### config.mk
export PLATFORM = sky130hd
export DESIGN_NAME = rate_decoder
export DESIGN_NICKNAME = d
export VERILOG_FILES = /design/src/rtl/rate_pkg.sv /design/src/rtl/rate_classifier.sv /design/src/rtl/rate_decoder.sv
export SDC_FILE = /design/constraint.sdc
export NUM_CORES = 1
export LEC_CHECK = 0
export ABC_CLOCK_PERIOD_IN_PS = 5410
export BUFFER_PORTS_ARGS = -buffer_cell sky130_fd_sc_hd__buf_2
export CORE_MARGIN = 5
export CORE_UTILIZATION = 30
export CTS_CLUSTER_SIZE = 25
export DETAILED_ROUTE_END_ITERATION = 10
export GPL_TIMING_DRIVEN = 0
export PLACE_DENSITY = 0.41
export SLEW_MARGIN = 20
export SYNTH_ARGS = -nofsm -noshare
export SYNTH_HDL_FRONTEND = slang
export SYNTH_HIERARCHICAL = 1
export SYNTH_SLANG_ARGS = --single-unit
### constraint.sdc
create_clock -name clock -period 5.41 [get_ports clock]
set_clock_uncertainty 0.15 [all_clocks]
set_input_delay 1.082 -clock clock [delete_from_list [all_inputs] [get_ports clock]]
set_output_delay 1.082 -clock clock [all_outputs]
set_load 0.01 [all_outputs]
### src/rtl/rate_pkg.sv
// Shared constants for the tick-rate decoder: default periods, state
// encoding and the 2-bit speed codes.
package rate_pkg;

    localparam int unsigned RATE_W_DEF   = 28;
    localparam int unsigned PERIOD_0_DEF = 2;
    localparam int unsigned PERIOD_1_DEF = 50_000_000;
    localparam int unsigned PERIOD_2_DEF = 100_000_000;
    localparam int unsigned PERIOD_3_DEF = 200_000_000;
    localparam int unsigned TOL_DEF      = 1024;
    localparam int unsigned LOCK_DEF     = 2;
    localparam int unsigned TIMEOUT_DEF  = 250_000_000;

    typedef enum logic {
        IDLE    = 1'b0,
        MEASURE = 1'b1
    } state_e;

    localparam logic [1:0] RATE_FULL    = 2'b00;
    localparam logic [1:0] RATE_1HZ     = 2'b01;
    localparam logic [1:0] RATE_HALF    = 2'b10;
    localparam logic [1:0] RATE_QUARTER = 2'b11;

endpackage

### src/rtl/rate_classifier.sv
// Combinational match of a measured tick spacing against the four
// nominal periods; the lowest matching code wins.
module rate_classifier
    import rate_pkg::*;
#(
    parameter int unsigned RATE_W   = RATE_W_DEF,
    parameter int unsigned PERIOD_0 = PERIOD_0_DEF,
    parameter int unsigned PERIOD_1 = PERIOD_1_DEF,
    parameter int unsigned PERIOD_2 = PERIOD_2_DEF,
    parameter int unsigned PERIOD_3 = PERIOD_3_DEF,
    parameter int unsigned TOL      = TOL_DEF
) (
    input  logic [RATE_W-1:0] cnt,
    output logic              hit,
    output logic [1:0]        cls
);

    localparam int unsigned DW = RATE_W + 1;

    logic [DW-1:0] cnt_x;
    logic [DW-1:0] tol_x;
    logic [DW-1:0] per  [4];
    logic [DW-1:0] diff [4];
    logic [3:0]    hit_k;

    assign cnt_x  = {1'b0, cnt};
    assign tol_x  = DW'(TOL);
    assign per[0] = DW'(PERIOD_0);
    assign per[1] = DW'(PERIOD_1);
    assign per[2] = DW'(PERIOD_2);
    assign per[3] = DW'(PERIOD_3);

    // Distance is taken one bit wider than the counter so it cannot wrap.
    always_comb begin
        for (int k = 0; k < 4; k++) begin
            diff[k]  = (cnt_x >= per[k]) ? (cnt_x - per[k])
                                         : (per[k] - cnt_x);
            hit_k[k] = (diff[k] <= tol_x);
        end
    end

    always_comb begin
        hit = |hit_k;
        cls = RATE_FULL;
        priority case (1'b1)
            hit_k[0]: cls = RATE_FULL;
            hit_k[1]: cls = RATE_1HZ;
            hit_k[2]: cls = RATE_HALF;
            hit_k[3]: cls = RATE_QUARTER;
            default:  cls = RATE_FULL;
        endcase
    end

endmodule

### src/rtl/rate_decoder.sv
// Measures spacing between tick pulses, decodes it to a speed code,
// locks after repeated agreement and flags a silent tick source.
module rate_decoder
    import rate_pkg::*;
#(
    parameter int unsigned RATE_W     = RATE_W_DEF,
    parameter int unsigned PERIOD_0   = PERIOD_0_DEF,
    parameter int unsigned PERIOD_1   = PERIOD_1_DEF,
    parameter int unsigned PERIOD_2   = PERIOD_2_DEF,
    parameter int unsigned PERIOD_3   = PERIOD_3_DEF,
    parameter int unsigned TOL        = TOL_DEF,
    parameter int unsigned LOCK_COUNT = LOCK_DEF,
    parameter int unsigned TIMEOUT    = TIMEOUT_DEF
) (
    input  logic              clock,
    input  logic              reset_n,
    input  logic              enable,
    input  logic              tick,
    output logic [RATE_W-1:0] period,
    output logic              sample_stb,
    output logic [1:0]        rate_code,
    output logic              code_valid,
    output logic              timeout
);

    localparam int unsigned MW = $clog2(LOCK_COUNT + 1);
    localparam logic [MW-1:0] LOCK_V = MW'(LOCK_COUNT);
    localparam logic [RATE_W-1:0] TMO_V = RATE_W'(TIMEOUT);
    localparam logic [RATE_W-1:0] ONE_V = RATE_W'(1);

    state_e            state_q;
    logic [RATE_W-1:0] cnt_q;
    logic [RATE_W-1:0] period_q;
    logic [MW-1:0]     match_q;
    logic [MW-1:0]     match_d;
    logic [1:0]        last_q;
    logic [1:0]        code_q;
    logic              stb_q;
    logic              valid_q;
    logic              tout_q;
    logic              lock_d;
    logic              hit;
    logic [1:0]        cls;

    rate_classifier #(
        .RATE_W   (RATE_W),
        .PERIOD_0 (PERIOD_0),
        .PERIOD_1 (PERIOD_1),
        .PERIOD_2 (PERIOD_2),
        .PERIOD_3 (PERIOD_3),
        .TOL      (TOL)
    ) u_cls (
        .cnt (cnt_q),
        .hit (hit),
        .cls (cls)
    );

    always_comb begin
        match_d = '0;
        if (hit) begin
            if (cls != last_q)
                match_d = MW'(1);
            else if (match_q >= LOCK_V)
                match_d = LOCK_V;
            else
                match_d = match_q + MW'(1);
        end
        lock_d = (match_d >= LOCK_V);
    end

    always_ff @(posedge clock or negedge reset_n) begin
        if (!reset_n) begin
            state_q  <= IDLE;
            cnt_q    <= '0;
            period_q <= '0;
            match_q  <= '0;
            last_q   <= RATE_FULL;
            code_q   <= RATE_FULL;
            stb_q    <= 1'b0;
            valid_q  <= 1'b0;
            tout_q   <= 1'b0;
        end else begin
            stb_q <= 1'b0;
            if (enable) begin
                unique case (state_q)
                    IDLE: begin
                        if (tick) begin
                            cnt_q   <= ONE_V;
                            state_q <= MEASURE;
                            tout_q  <= 1'b0;
                        end
                    end
                    MEASURE: begin
                        // A tick on the timeout edge still counts as a sample.
                        if (tick) begin
                            period_q <= cnt_q;
                            cnt_q    <= ONE_V;
                            stb_q    <= 1'b1;
                            match_q  <= match_d;
                            valid_q  <= lock_d;
                            if (hit)
                                last_q <= cls;
                            if (lock_d)
                                code_q <= cls;
                        end else if (cnt_q == TMO_V) begin
                            state_q <= IDLE;
                            tout_q  <= 1'b1;
                            valid_q <= 1'b0;
                            match_q <= '0;
                        end else begin
                            cnt_q <= cnt_q + ONE_V;
                        end
                    end
                    default: state_q <= IDLE;
                endcase
            end
        end
    end

    assign period     = period_q;
    assign sample_stb = stb_q;
    assign rate_code  = code_q;
    assign code_valid = valid_q;
    assign timeout    = tout_q;

endmodule

==> impl_metrics.json <==
{
  "fmax_mhz": 190.9,
  "utilization": 0.3556,
  "clk_pin_slew_worst_paths_ns": 0.06,
  "synth_top_area_frac": 0.2233,
  "cts_buffers": 9,
  "drt_pass1_iterations": 5,
  "p_leak_nw": 3.377,
  "holdWs_ns": 0.3300,
  "slew_headroom": 0.4148,
  "ys_ff_latch": 66,
  "power.density_mw_per_mm2": 197.6,
  "grt_usage": 0.2235,
  "drv_cap": 0,
  "synth_edf_count": 0,
  "layout.nets": 1044,
  "synth_top_family_by_area": "simple AND/OR/NAND/NOR gates",
  "placed_cell_area_mm2": 0.008025,
  "synth_compound_area_frac": 0.2500,
  "gp_congestion": 1.012,
  "dieArea_mm2": 0.02790,
  "fillers": 2595,
  "ys_warn_count": 6,
  "synth_cell_type_count": 85,
  "required_ns": 5.48,
  "root_buffer": "clkbuf_16",
  "cts_hold_buf": 0,
  "ir_drop_mv": 0.1808,
  "synthArstFlopShare": 1.000,
  "synth-xor-area-share": 0.05920,
  "worst_pin_slew_ns": 0.8698,
  "vias_per_cell": 6.050,
  "synth_fa_ha_area_frac": 0.02706,
  "drive_gt1_frac": 0.1730,
  "synthSimpleGateAreaFrac": 0.3195,
  "synth_ff_type": "dfrtp_1",
  "syn_inst": 965,
  "status": "completed",
  "core-area_mm2": 0.02432,
  "stdcell_area_mm2": 0.008648,
  "slew_violations": 0,
  "endpoint_kind": "flip-flop",
  "cts_sinks": 66,
  "grt-ovfl-total": 0,
  "synthesis.area_mm2": 0.007397,
  "routed_wl_um": 31900,
  "dp.cells": 1326,
  "critPathArrivalTime_ns": 5.30,
  "initial_utilization": 0.3042,
  "antenna_found_initial": 0,
  "fin_crit_sh": 0.9681,
  "start_kind": "flip-flop",
  "dpl.hpwl_um": 24270,
  "post_synth_main_area_contributors": "dfrtp_1, mux2_2, a21oi_1, nand2_1, xnor2_1",
  "synth_area_per_cell_um2": 7.665,
  "grt_pass1_vias": 8099,
  "tritoncts": "built",
  "finalNonFillerCells": 1353,
  "worstSetupPathType": "flip-flop to flip-flop",
  "synth_area_leader_cell": "dfrtp_1",
  "hold_class": "flip-flop to flip-flop",
  "pin_count": 37,
  "cp_max_fo": 10,
  "port_buffers": 36,
  "yosysSeqAreaShare": 0.2233,
  "clk_path_buf_depth": 2,
  "drtAntennaViolNets": 0,
  "min_period_ns": 5.237,
  "diodes": 0,
  "clock_latency_ns": 0.33,
  "synthMuxAreaShare": 0.06242,
  "via_count": 8185,
  "core.rowCount": 57,
  "die_w_um": 167.0,
  "synth.most_common_cell": "nand2_1",
  "hold_violations": 0,
  "drt_iter0_drc": 778,
  "grt_max_degree": 43,
  "grt_pass1_wl_um": 49290,
  "drc": 0,
  "wl_per_cell_um": 23.58,
  "rrSetupSlack_ns": 0.17,
  "area_growth_pct": 16.91,
  "htree_levels": 3,
  "synth_nets": 985,
  "chipHeight_um": 167.0,
  "yosys-top-cells-count": "nand2_1, dfrtp_1, clkbuf_1, a21oi_1, nor2_1",
  "final-setup-viol-count": 0
}
## stage by stage
stage	TNS (ns)	setup WS [ns]	power (mW)
2_1_floorplan	0	0.4727	0.9082
3_3_place_gp	-11.72	-2.098	1.042
5_1_grt	-0.08129	-0.04466	1.807
6_report	0	0.1726	1.709
3_5_place_dp	-6.137	-1.276	1.043
4_1_cts	0	0.000005773	1.698
## cell usage in the layout (no fill, tap or decap), types with 13 or more instances in the layout
| cell | count |
|---|---|
| a21oi_1 | 62 |
| and3_1 | 14 |
| buf_2 | 47 |
| buf_4 | 13 |
| clkbuf_1 | 55 |
| dfrtp_1 | 61 |
| ha_1 | 14 |
| inv_1 | 19 |
| mux2_2 | 33 |
| nand2_1 | 82 |
| nand3_1 | 37 |
| nand4_1 | 30 |
| nor2_1 | 61 |
| nor3_1 | 36 |
| nor4_1 | 17 |
| o21ai_0 | 51 |
| o31ai_1 | 14 |
| or3_1 | 25 |
| xnor2_1 | 32 |
| xor2_1 | 18 |
## final timing paths
path,startpoint,endpoint,cells after the start
max,cnt_q[20]$_DFFE_PN0P_,rate_code[1]$_DFFE_PN0P_,14
min,code_valid$_DFFE_PN0P_,code_valid$_DFFE_PN0P_,1
max reg2reg,cnt_q[20]$_DFFE_PN0P_,rate_code[1]$_DFFE_PN0P_,14
min reg2reg,code_valid$_DFFE_PN0P_,code_valid$_DFFE_PN0P_,1
max in group asynchronous,reset_n,cnt_q[8]$_DFFE_PN0P_,2
min in group asynchronous,reset_n,period[21]$_DFFE_PN0P_,1
## per-layer routing
metal	global-route usage	vias up	wire length, um	part of all wire
met3	0.02133	87	1556	0.049
met5	0	-	0	0
met2	0.3584	290	14370	0.45
li1	-	3813	-	-
met4	0.1060	0	1655	0.052
met1	0.3029	3995	14330	0.45
## flip-flops by register name (all words and copies together), names as in the netlist
| register | flops |
|---|---|
| sample_stb | 1 |
| code_valid | 1 |
| state_q | 1 |
| cnt_q | 28 |
| timeout | 1 |
| rate_code | 2 |
| match_q | 2 |
| period | 28 |
| last_q | 2 |
## logic make-up (layout without fill, tap and decap cells)
family                     Yosys count  after routing
and+or+nand+nor                    418            418
AOI/OAI and AO/OA                  266            266
buffers and inverters              107            171
DFF                                 66             66
xor gates and xnor gates            50             50
muxes                               42             42
adders and majority gates           16             16
## report_power, final
| part | leakage, nW | switching [mW] | internal (mW) | total (mW) |
|---|---|---|---|---|
| Combinational | 2.33 | 0.318 | 0.223 | 0.541 |
| Clock | 0.151 | 0.227 | 0.402 | 0.629 |
| Sequential | 0.897 | 0.0294 | 0.510 | 0.540 |
## what timing repair did
item,CTS,global route
resized for setup,21,38
buffers inserted,1,11
endpoints found under the setup margin,7,7
pin swaps,0,3
## layout make-up
| cell class | count | area, um2 | area share |
|---|---|---|---|
| Buffer | 82 | 356.6 | 0.04123 |
| Clock buffer | 9 | 225.2 | 0.02604 |
| Clock inverter | 7 | 93.84 | 0.01085 |
| Inverter | 24 | 100.1 | 0.01157 |
| Multi-Input combinational cell | 792 | 5509 | 0.6370 |
| Sequential cell | 66 | 1658 | 0.1917 |
| Tap cell | 324 | 405.4 | 0.04688 |
| Timing Repair Buffer | 49 | 300.3 | 0.03472 |
## worst max-delay path, cell delays in order, from the launching register on
cell and delay (ns):
dfrtp_1 0.48, clkbuf_1 0.50, and4_1 0.27, clkbuf_1 0.32
nand2_1 0.27, o31ai_4 0.55, nor2_4 0.16, o311a_1 0.37
nor4b_1 0.34, nand4_1 0.21, a2111oi_4 0.37, nand4bb_1 0.22
nand3_2 0.15, nor4_4 0.38, mux2_2 0.37
Power figures use the tool's default switching activity.
